==> config.mk <==
export PLATFORM = sky130hd
export DESIGN_NAME = ramn_seq
export DESIGN_NICKNAME = d
export VERILOG_FILES = /design/src/rtl/ramn_seq.sv
export SDC_FILE = /design/constraint.sdc
export NUM_CORES = 1
export LEC_CHECK = 0
export CAP_MARGIN = 20
export CORE_UTILIZATION = 47
export DETAILED_ROUTE_END_ITERATION = 8
export DONT_BUFFER_PORTS = 1
export PLACE_DENSITY = 0.63
export SLEW_MARGIN = 20
export SYNTH_ARGS = -nofsm -noshare
export SYNTH_HDL_FRONTEND = slang
export SYNTH_SLANG_ARGS = --single-unit
==> constraint.sdc <==
create_clock -name clk -period 3.1 [get_ports clk]
set_clock_uncertainty 0.1 [all_clocks]
set_input_delay 0.155 -clock clk [delete_from_list [all_inputs] [get_ports clk]]
set_output_delay 0.155 -clock clk [all_outputs]
set_load 0.02 [all_outputs]
==> src/rtl/ramn_seq.sv <==
// ramn_seq: multi-read-port register-file RAM with registered reads and a
// sequential clear/preset sweep engine.
// Optional feature macro: RAMN_BYPASS_EN (write-first forwarding on read ports).
module ramn_seq #(
    parameter int unsigned           Width        = 8,
    parameter int unsigned           AddressWidth = 4,
    parameter int unsigned           ReadPorts    = 3,
    parameter logic [Width-1:0]      RST          = {Width{1'b0}},
    parameter logic [Width-1:0]      PST          = {Width{1'b1}}
) (
    input  logic                              clk,
    input  logic                              rst,
    input  logic                              clr,
    input  logic                              pst,
    input  logic                              we,
    input  logic [AddressWidth-1:0]           waddr,
    input  logic [Width-1:0]                  D,
    input  logic [ReadPorts*AddressWidth-1:0] raddr,
    output logic [ReadPorts*Width-1:0]        Q,
    output logic                              busy,
    output logic                              done
);

    localparam int unsigned DEPTH = 2 ** AddressWidth;
    localparam logic [AddressWidth-1:0] LAST = AddressWidth'(DEPTH - 1);

    typedef enum logic {
        IDLE  = 1'b0,
        SWEEP = 1'b1
    } state_t;

    state_t                  state;
    state_t                  state_next;
    logic [AddressWidth-1:0] cnt;
    logic [AddressWidth-1:0] cnt_next;
    logic [Width-1:0]        fill;
    logic [Width-1:0]        fill_next;
    logic                    done_next;

    logic                    wr_en;
    logic [AddressWidth-1:0] wr_addr;
    logic [Width-1:0]        wr_data;

    logic [Width-1:0]        mem [DEPTH];
    logic [Width-1:0]        q_r [ReadPorts];
    logic [AddressWidth-1:0] ra  [ReadPorts];

    // Unpack read addresses and pack registered read data.
    for (genvar k = 0; k < ReadPorts; k++) begin : g_port
        assign ra[k]                 = raddr[k*AddressWidth +: AddressWidth];
        assign Q[k*Width +: Width]   = q_r[k];
    end

    // Sweep engine state, counter, fill value and status flags.
    always_ff @(posedge clk or negedge rst) begin
        if (!rst) begin
            state <= IDLE;
            cnt   <= '0;
            fill  <= RST;
            busy  <= 1'b0;
            done  <= 1'b0;
        end else begin
            state <= state_next;
            cnt   <= cnt_next;
            fill  <= fill_next;
            busy  <= (state_next == SWEEP);
            done  <= done_next;
        end
    end

    // Next-state logic and write-port arbitration (sweep owns the port while active).
    always_comb begin
        state_next = state;
        cnt_next   = cnt;
        fill_next  = fill;
        done_next  = 1'b0;
        wr_en      = 1'b0;
        wr_addr    = waddr;
        wr_data    = D;
        case (state)
            IDLE: begin
                wr_en = we;
                if (clr || pst) begin
                    state_next = SWEEP;
                    cnt_next   = '0;
                    fill_next  = clr ? RST : PST;
                end
            end
            SWEEP: begin
                wr_en    = 1'b1;
                wr_addr  = cnt;
                wr_data  = fill;
                cnt_next = cnt + AddressWidth'(1);
                if (cnt == LAST) begin
                    state_next = IDLE;
                    done_next  = 1'b1;
                end
            end
            default: state_next = IDLE;
        endcase
    end

    // Storage array; reset fills every word with the reset pattern.
    always_ff @(posedge clk or negedge rst) begin
        if (!rst) begin
            for (int i = 0; i < int'(DEPTH); i++) begin
                mem[i] <= RST;
            end
        end else if (wr_en) begin
            mem[wr_addr] <= wr_data;
        end
    end

    // Registered read ports, one-cycle latency.
    always_ff @(posedge clk or negedge rst) begin
        if (!rst) begin
            for (int k = 0; k < int'(ReadPorts); k++) begin
                q_r[k] <= RST;
            end
        end else begin
            for (int k = 0; k < int'(ReadPorts); k++) begin
`ifdef RAMN_BYPASS_EN
                if (wr_en && (wr_addr == ra[k])) begin
                    q_r[k] <= wr_data;
                end else begin
                    q_r[k] <= mem[ra[k]];
                end
`else
                q_r[k] <= mem[ra[k]];
`endif
            end
        end
    end

endmodule

==> results.json, run 1 <==
{
  "ys_ff_latch": 159,
  "met3_wirelength_um": 2239,
  "crit_arrival_ps": 3230,
  "postCtsSetupRepairBufs": 0,
  "violations": "hold timing",
  "synth_edf_count": 0,
  "worstMarginPinSlew_ps": 1152,
  "holdBufCountCts": 19,
  "hold_ws_ps": -676.0,
  "root_buffer": "clkbuf_16",
  "cpMostUsedCell": "dlygate4sd3_1",
  "placed_area_um2": 9303,
  "grt_start_max_net_pins": 160,
  "crit_chain": "dlygate4sd3_1, mux4_2, dlygate4sd3_1, a22oi_1, nand2_1, dlygate4sd3_1",
  "synth_area_per_cell_um2": 15.34,
  "finalSetupTns_ps": 0,
  "dp_hpwl_um": 15670,
  "first_pass_iters": 5,
  "powerDensity_nw_per_um2": 1049,
  "status": "complete, but fails checks",
  "grt_pass1_vias": 6302,
  "netlist_area_um2": 9084,
  "final_cell_mix": "dfrtp_1, mux2_2, mux4_2",
  "worstPathRequired_ps": 3310,
  "pin_count": 55,
  "cts_resized": 0,
  "grt_pass1_wl_um": 38910,
  "ys_types": 36,
  "end_kind": "flip-flop",
  "first_iter_violations": 518,
  "gr-total-overflow": 0,
  "drtAntennaViolNets": 0,
  "worst_setup_path_start_kind": "input port",
  "min_period_ps": 3021,
  "clk_latency_ps": 440,
  "clk_pin_slew_ps": 60,
  "drv_cap": 0,
  "place.gp.congestion": 0.8327,
  "critPathKind": "input port to flip-flop",
  "start_util_pct": 48.24,
  "crit_fanout": 16,
  "post_drt_wl_per_cell_um": 29.10,
  "die_w_um": 141.0,
  "syn_inst": 592,
  "p_leak_uw": 0.004032,
  "diodes": 0,
  "fmax_ghz": 0.3310,
  "core-area_um2": 18830,
  "vias": 5856,
  "report.final.hold_viol_count": 160,
  "die-height_um": 141.0,
  "cts_buffers": 17,
  "met1Wirelength_um": 9878,
  "cts_tree": "yes",
  "slew_viol_final": 0,
  "slowest_stage": "dlygate4sd3_1",
  "design_area_um2": 10110,
  "ys_warn_count": 0,
  "rows": 50,
  "cts_sinks": 159,
  "syn-num-nets": 622,
  "synth-seq-area-share_pct": 43.80,
  "fin_crit_sh_pct": 97.45,
  "slew-limit-headroom_pct": 22.92,
  "drc": 0,
  "dr_wl_met2_um": 12130,
  "nets": 627,
  "rsz0062_at_grt": "false",
  "synth_ff_type": "dfrtp_1",
  "routed.top_layer": "met5",
  "critPathMaxStageDelay_ps": 1310,
  "syn2layout_area_growth_pct": 11.34,
  "final-setup-viol-count": 0,
  "layout.cells.most_common": "dfrtp_1",
  "r2r.worst_path.cells": 3,
  "io_buffer_count": 0,
  "drive_above_1_share_pct": 47.54,
  "clock_path_buffers": 2,
  "die_area_um2": 19890,
  "async_flop_share_pct": 100.0,
  "hp-class": "input port to asynchronous set/reset pin",
  "cts-htree-levels": 4,
  "grt_use_total_pct": 27.43,
  "viasPerCell": 6.731,
  "grt_antenna_before_repair": 1,
  "drt_wl_total_um": 25320,
  "ir_worst_vdd_uv": 388.2
}
==> cell type report <==
class / count / area (um^2)
Sequential cell: 159 / 3979
Tap cell: 260 / 325.3
Clock inverter: 14 / 191.4
Multi-Input combinational cell: 376 / 4852
Timing Repair Buffer: 34 / 302.8
Fill cell: 1518 / 8717
Inverter: 9 / 33.78
Clock buffer: 18 / 429.2
==> Yosys cell counts (all sizes together), types with 2 or more instances <==
| cell type | n | area share (%) |
|---|---|---|
| nand4bb | 2 | 0.25 |
| buf | 23 | 1.4 |
| mux2 | 128 | 17 |
| nor2 | 4 | 0.17 |
| and2 | 3 | 0.21 |
| a22oi | 60 | 6.8 |
| nor2b | 6 | 0.41 |
| o21ai | 10 | 0.55 |
| dfrtp | 159 | 44 |
| or3b | 4 | 0.39 |
| mux4 | 96 | 24 |
| clkbuf | 25 | 1.0 |
| nor3b | 2 | 0.17 |
| nand3 | 3 | 0.17 |
| xor2 | 2 | 0.19 |
| inv | 9 | 0.37 |
| mux2i | 2 | 0.22 |
| a21oi | 3 | 0.17 |
| nand2 | 31 | 1.3 |
| nand3b | 5 | 0.45 |
| and3b | 4 | 0.39 |
| o22ai | 4 | 0.55 |
==> through the flow <==
| step | total power (uW) | setup slack (ps) | util (%) | std cells | hold WS (ps) |
|---|---|---|---|---|---|
| floorplan | 7172 | 1030 | - | 592 | -240.6 |
| global placement | 8035 | 702.9 | 49.40 | 819 | -235.8 |
| detailed placement | 8279 | 661.9 | 49.40 | 819 | -233.0 |
| CTS | 10610 | 139.3 | 53.71 | 870 | -687.6 |
| global route | 11100 | 48.75 | 53.71 | 870 | -700.2 |
| finish | 10610 | 78.92 | 53.71 | 870 | -676.0 |
==> worst max-delay path, delay by kind of cell <==
kind | cells | cell delay, ps
buffers and inverters | 3 | 2450
and+or+nand+nor | 1 | 70
AOI/OAI and AO/OA | 1 | 140
muxes | 1 | 410
==> registers in the layout, summed over array words and instances (netlist names) <==
| name | cells |
|---|---|
| fill | 1 |
| state | 1 |
| done | 1 |
| mem | 128 |
| Q | 24 |
| cnt | 4 |
==> metal layers <==
| layer | vias to the layer above | global-route usage, % |
|---|---|---|
| met5 | - | 0 |
| met3 | 80 | 9.647 |
| met2 | 286 | 43.81 |
| met1 | 3120 | 33.13 |
| met4 | 2 | 13.67 |
| li1 | 2368 | - |
==> worst paths after layout <==
path	from	endpoint	slack (ps)
worst max-delay path	raddr[5]	Q[11]	80
worst min-delay path	rst	mem[45]	-680
worst max register to register	state	mem[57]	600
worst min register to register	mem[111]	mem[111]	450
max in group asynchronous	rst	mem[48]	3190
min in group clk	raddr[1]	Q[4]	0
==> kinds of logic (layout without fill, tap and decap cells) <==
logic type | after synthesis | count (layout) | share of synthesized area, %
buffers and inverters | 57 | 75 | 2.782
muxes | 226 | 226 | 40.55
AOI/OAI and AO/OA | 77 | 77 | 8.044
adders and majority gates | 1 | 1 | 0.1377
and+or+nand+nor | 70 | 70 | 4.490
DFF | 159 | 159 | 43.80
xor gates and xnor gates | 2 | 2 | 0.1929
==> power breakdown <==
part           internal, uW  switching, uW  total (uW)
combinational          2450           1710        4160
clock                  1350            868        2210
sequential             3110           1130        4240
Note: power is estimated with default switching activity, not from simulation.
==> run 2: changes to the inputs <==
CTS_BUF_LIST = sky130_fd_sc_hd__clkbuf_8   (was unset)
==> run 2 against run 1 <==
  * Non-clock buffer count is the same
  * Flip-flop and latch count is the same
  * Worst hold slack lost 38 ps
  * The run still ends with hold timing left
  * Critical endpoint unchanged
  * Critical path depth is the same
==> results.json, run 2 (synthesized netlist as in run 1, its figures left out) <==
{
  "status": "complete, but fails checks",
  "violations": "hold timing",
  "min_period_ps": 3067,
  "io_buffer_count": 0,
  "grt_busiest_layer": "met2",
  "critPathMaxStageDelay_ps": 590,
  "critPathKind": "flip-flop to flip-flop",
  "clk_pin_slew_ps": 80,
  "final_cell_mix": "dfrtp_1, mux2_2, mux4_2",
  "largest_reg_flops": 128,
  "worstPathRequired_ps": 3350,
  "powerDensity_nw_per_um2": 1012,
  "viasPerCell": 6.725,
  "drtAntennaViolNets": 0,
  "slowest_stage": "dlygate4sd3_1",
  "placed_area_um2": 9303,
  "hp-class": "input port to asynchronous set/reset pin",
  "final-setup-viol-count": 0,
  "cts_buffers": 17,
  "slew-limit-headroom_pct": 25.99,
  "hold_ws_ps": -713.5,
  "cpMostUsedCell": "dlygate4sd3_1",
  "crit_fanout": 4,
  "syn2layout_area_growth_pct": 9.945,
  "fmax_ghz": 0.3260,
  "post_drt_wl_per_cell_um": 28.78,
  "p_leak_uw": 0.003977,
  "cp_top_family": "buffers and inverters",
  "grt_pass1_vias": 6290,
  "end_kind": "flip-flop",
  "grt_util_met3_pct": 8.288,
  "grt_antenna_before_repair": 0,
  "die-height_um": 141.0,
  "die_w_um": 141.0,
  "rsz0062_at_grt": "false",
  "grt_pass1_wl_um": 38490,
  "diodes": 0,
  "regMostFlops": "mem",
  "start_util_pct": 48.24,
  "stdcell_count": 870,
  "worst_setup_path_start_kind": "flip-flop",
  "core-area_um2": 18830,
  "use_met1_pct": 33.99,
  "grt_start_max_net_pins": 160,
  "grt_use_total_pct": 27.04,
  "dp_hpwl_um": 15670,
  "slew_viol_final": 0,
  "fillers": 1539,
  "first_pass_iters": 8,
  "drc": 0,
  "pin_count": 55,
  "drive_above_1_share_pct": 48.69,
  "clk_latency_ps": 470,
  "crit_chain": "mux4_2, dlygate4sd3_1, a22oi_1, dlygate4sd3_1, nand2_1, dlygate4sd3_1",
  "report.final.hold_viol_count": 159,
  "nets": 627,
  "clock_path_buffers": 2,
  "root_buffer": "clkbuf_8",
  "met2_usage_pct": 42.73,
  "path_buf_inv": 3,
  "finalSetupTns_ps": 0,
  "drt_wl_total_um": 25040,
  "gr-total-overflow": 0,
  "rows": 50,
  "cts_tree": "yes",
  "worstMarginPinSlew_ps": 1106,
  "design_area_um2": 9987,
  "layout.cells.most_common": "dfrtp_1",
  "placed_cells": 819,
  "crit_arrival_ps": 3320,
  "first_iter_violations": 558,
  "fin_crit_sh_pct": 98.94,
  "place.gp.congestion": 0.8327,
  "cts_sinks": 159,
  "vias": 5851,
  "ir_worst_vdd_uv": 352.8,
  "die_area_um2": 19890,
  "cts-htree-levels": 4,
  "drv_cap": 0
}
-- run 2: path summary, 6_finish.rpt --
check	startpoint	endpoint	slack, ps	cells after the start
min	rst	mem[45]	-710	0
max in group asynchronous	rst	mem[35]	3280	0
max reg2reg	mem[19]	Q[11]	30	6
min in group clk	raddr[4]	Q[12]	10	3
max	mem[19]	Q[11]	30	6
min reg2reg	mem[6]	mem[6]	460	1
-- run 2: cell type report --
| cell class | instances | area (um^2) | area share, % |
|---|---|---|---|
| multi-input cells | 376 | 4857 | 48.63 |
| flip-flops and latches | 159 | 3979 | 39.84 |
| repair buffers | 34 | 362.8 | 3.633 |
| well taps | 260 | 325.3 | 3.257 |
| clock buffers | 17 | 234.0 | 2.343 |
| clock inverters | 15 | 195.2 | 1.954 |
| inverters | 9 | 33.78 | 0.3383 |
-- run 2: repair_timing --
item,4_1_cts,5_1_grt
hold endpoints to repair,189,160
hold buffers,18,1
gates resized for setup,0,1
setup endpoints to repair,0,1
buffers inserted,0,0
-- run 2: routing by layer --
metal | vias to the layer above | share of wire, %
met5 | - | 0
met4 | 0 | 4.0
met3 | 70 | 8.3
met2 | 294 | 48
met1 | 3130 | 40
li1 | 2357 | -
-- run 2: report_power, final --
part	leakage [uW]	total, uW	switching, uW	internal [uW]
Combinational	0.00186	4210	1740	2470
Sequential	0.00191	4230	1120	3100
Clock	0.000209	1680	805	873
Total	0.00398	10100	3670	6440
-- run 2: metrics by stage --
stage	setup WS, ps	utilization (%)	power [uW]
after global routing	13.03	53.04	10600
after global placement	702.9	49.40	8035
after floorplan	1030	-	7172
after detailed placement	661.9	49.40	8279
final	32.93	53.04	10110
after CTS	123.3	52.96	10090
==> run 3: changes to the inputs <==
--- a/config.mk
+++ b/config.mk
@@ -6,4 +6,5 @@
 export NUM_CORES = 1
 export LEC_CHECK = 0
+export ABC_AREA = 1
 export CAP_MARGIN = 20
 export CORE_UTILIZATION = 47
==> constraint.sdc (replaced) <==
create_clock -name clk -period 3.1 [get_ports clk]
set_clock_uncertainty 0.1 [all_clocks]
set_input_delay 0.93 -clock clk [delete_from_list [all_inputs] [get_ports clk]]
set_output_delay 0.93 -clock clk [all_outputs]
set_load 0.02 [all_outputs]
==> run 3 against run 2 <==
  * The flow now finishes without violations
  * Sequential power decreased by 18%
  * Highest routed layer unchanged
  * Critical path depth increased by 3
  * Flip-flop and latch count unchanged
  * Combinational power increased by 14%
  * Global-route usage increased by 7.0 points
  * Critical path type unchanged
==> results.json, run 3 <==
{
  "status": "complete, no violations",
  "ys_types": 25,
  "end_kind": "flip-flop",
  "regToRegSetupSlack_ps": 620,
  "worstPathRequired_ps": 3340,
  "final_cell_mix": "nand2_1, nand3_1, dfrtp_1",
  "worstMarginPinSlew_ps": 977.1,
  "finalSetupTns_ps": 0,
  "yosys-top-cells-count": "nand2_1, nand3_1, dfrtp_1",
  "synth.largest_area_cell": "dfrtp_1",
  "vias": 10350,
  "worst_setup_path_start_kind": "flip-flop",
  "die-height_um": 148.6,
  "pin_count": 55,
  "grt_antenna_before_repair": 0,
  "grt_pass1_vias": 9417,
  "synth_area_per_cell_um2": 6.383,
  "die_w_um": 148.6,
  "syn-num-nets": 1612,
  "synth_ff_type": "dfrtp_1",
  "holdBufCountCts": 0,
  "gr-total-overflow": 0,
  "fillers": 2139,
  "cts-htree-levels": 4,
  "synth_most_common_cell": "nand2_1",
  "cts_buffers": 17,
  "clock_path_buffers": 2,
  "place.gp.congestion": 0.9391,
  "worstReg2RegEnd": "mem[108]",
  "slew-limit-headroom_pct": 34.70,
  "grt_start_max_net_pins": 160,
  "post_drt_wl_per_cell_um": 19.96,
  "critPathKind": "flip-flop to flip-flop",
  "nets": 1554,
  "fmax_ghz": 0.4032,
  "rows": 53,
  "clk_latency_ps": 470,
  "viasPerCell": 5.714,
  "ys_warn_count": 0,
  "async_flop_share_pct": 100.0,
  "drtAntennaViolNets": 0,
  "postCtsSetupRepairBufs": 0,
  "r2r.worst_path.cells": 9,
  "drt_wl_total_um": 36170,
  "core-area_um2": 21020,
  "rsz0062_at_grt": "false",
  "ir_worst_vdd_uv": 652.1,
  "p_leak_uw": 0.005750,
  "clk_pin_slew_ps": 90,
  "synth-seq-area-share_pct": 39.40,
  "crit_arrival_ps": 2720,
  "layout.cells.most_common": "nand2_1",
  "dp_hpwl_um": 24040,
  "synth_top_area_share_pct": 39.40,
  "drv_cap": 0,
  "powerDensity_nw_per_um2": 929.1,
  "synth_edf_count": 0,
  "die_area_um2": 22080,
  "largest_reg_flops": 128,
  "report.final.hold_viol_count": 0,
  "first_pass_iters": 6,
  "drc": 0,
  "diodes": 0,
  "root_buffer": "clkbuf_8",
  "syn_inst": 1582,
  "regToRegStartpoint": "state",
  "fin_crit_sh_pct": 80.01,
  "hp-class": "input port to asynchronous set/reset pin",
  "io_buffer_count": 0,
  "cts_sinks": 159,
  "cts_tree": "yes",
  "netlist_area_um2": 10100,
  "setup.worst_path.start": "state",
  "first_iter_violations": 1315,
  "p_total_uw": 9794,
  "drive_above_1_share_pct": 5.400,
  "grt_pass1_wl_um": 56330,
  "regMostFlops": "mem",
  "cts_resized": 0,
  "synth_area_leaders": "dfrtp_1, nand2_1, nand3_1",
  "slew_viol_final": 0,
  "start_util_pct": 48.04,
  "ys_ff_latch": 159,
  "grt_use_total_pct": 33.99,
  "syn2layout_area_growth_pct": 4.386,
  "crit_fanout": 19,
  "final-setup-viol-count": 0,
  "min_period_ps": 2480
}
==> run 3: changes by cell type after synthesis, sizes merged, moves of 4 or more <==
cell	previous run	this run
inv	9	149
nor2b	6	0
o21ai	10	39
nor2	4	13
nand3b	5	0
mux4	96	0
mux2	128	0
or3b	4	0
clkbuf	25	49
a22oi	60	0
and3b	4	0
buf	23	47
nand2	31	717
nand3	3	404
==> run 3: cells by family (layout without fill, tap and decap cells) <==
family,Yosys count,count (layout),share of synthesized area (%)
DFF,159,159,39.40
buffers and inverters,245,200,10.05
AOI/OAI and AO/OA,41,41,2.156
adders and majority gates,1,1,0.1239
and+or+nand+nor,1136,1136,48.27
==> run 3: final cells by class <==
| class | instances | area [um^2] | area share, % |
|---|---|---|---|
| timing repair buffer | 19 | 180.2 | 1.709 |
| multi-input combinational | 1178 | 5105 | 48.43 |
| sequential | 159 | 3979 | 37.74 |
| inverter | 149 | 559.3 | 5.306 |
| tap | 275 | 344.1 | 3.264 |
| clock inverter | 13 | 112.6 | 1.068 |
| clock buffer | 19 | 261.5 | 2.481 |
==> run 3: layer usage <==
| layer | up-vias | global-route usage, % | wire, um |
|---|---|---|---|
| met5 | - | 0 | 0 |
| met4 | 0 | 14.69 | 1472 |
| met3 | 85 | 6.963 | 4109 |
| met2 | 616 | 48.32 | 15220 |
| met1 | 4786 | 49.60 | 15370 |
| li1 | 4867 | - | - |
==> run 3: worst max-delay path: stages, from the launching register on <==
cell     delay [ps]
dfrtp_1         720
inv_2           260
nand2_1         120
nand2_1         120
inv_2            90
nand2_2          90
inv_2           290
nand2_1         340
nand2_1         150
nand2_1          60
==> run 3: report_power, final <==
part	total, uW	internal (uW)	switching (uW)
clock network	1520	679	840
registers	3480	2920	553
logic	4800	1250	3550
==> run 3: worst max-delay path by stage <==
stage / to / depth (start not counted)
after floorplan: Q[2] / 6
after global placement: mem[109] / 9
after detailed placement: mem[104] / 9
after CTS: mem[15] / 7
after global routing: mem[111] / 9
final: mem[108] / 9
==> run 3: metrics by stage <==
| step | instance area [um^2] | worst slack (ps) | hold WS [ps] | cells | util [%] |
|---|---|---|---|---|---|
| CTS | 10540 | 623.6 | 38.53 | 1812 | 50.15 |
| finish | 10540 | 619.8 | 59.32 | 1812 | 50.15 |
| global placement | 10170 | 716.0 | 352.3 | 1780 | 48.37 |
| detailed placement | 10170 | 658.5 | 358.2 | 1780 | 48.37 |
| floorplan | 10100 | 1143 | 341.9 | 1582 | - |
| global route | 10540 | 400.4 | 30.03 | 1812 | 50.15 |
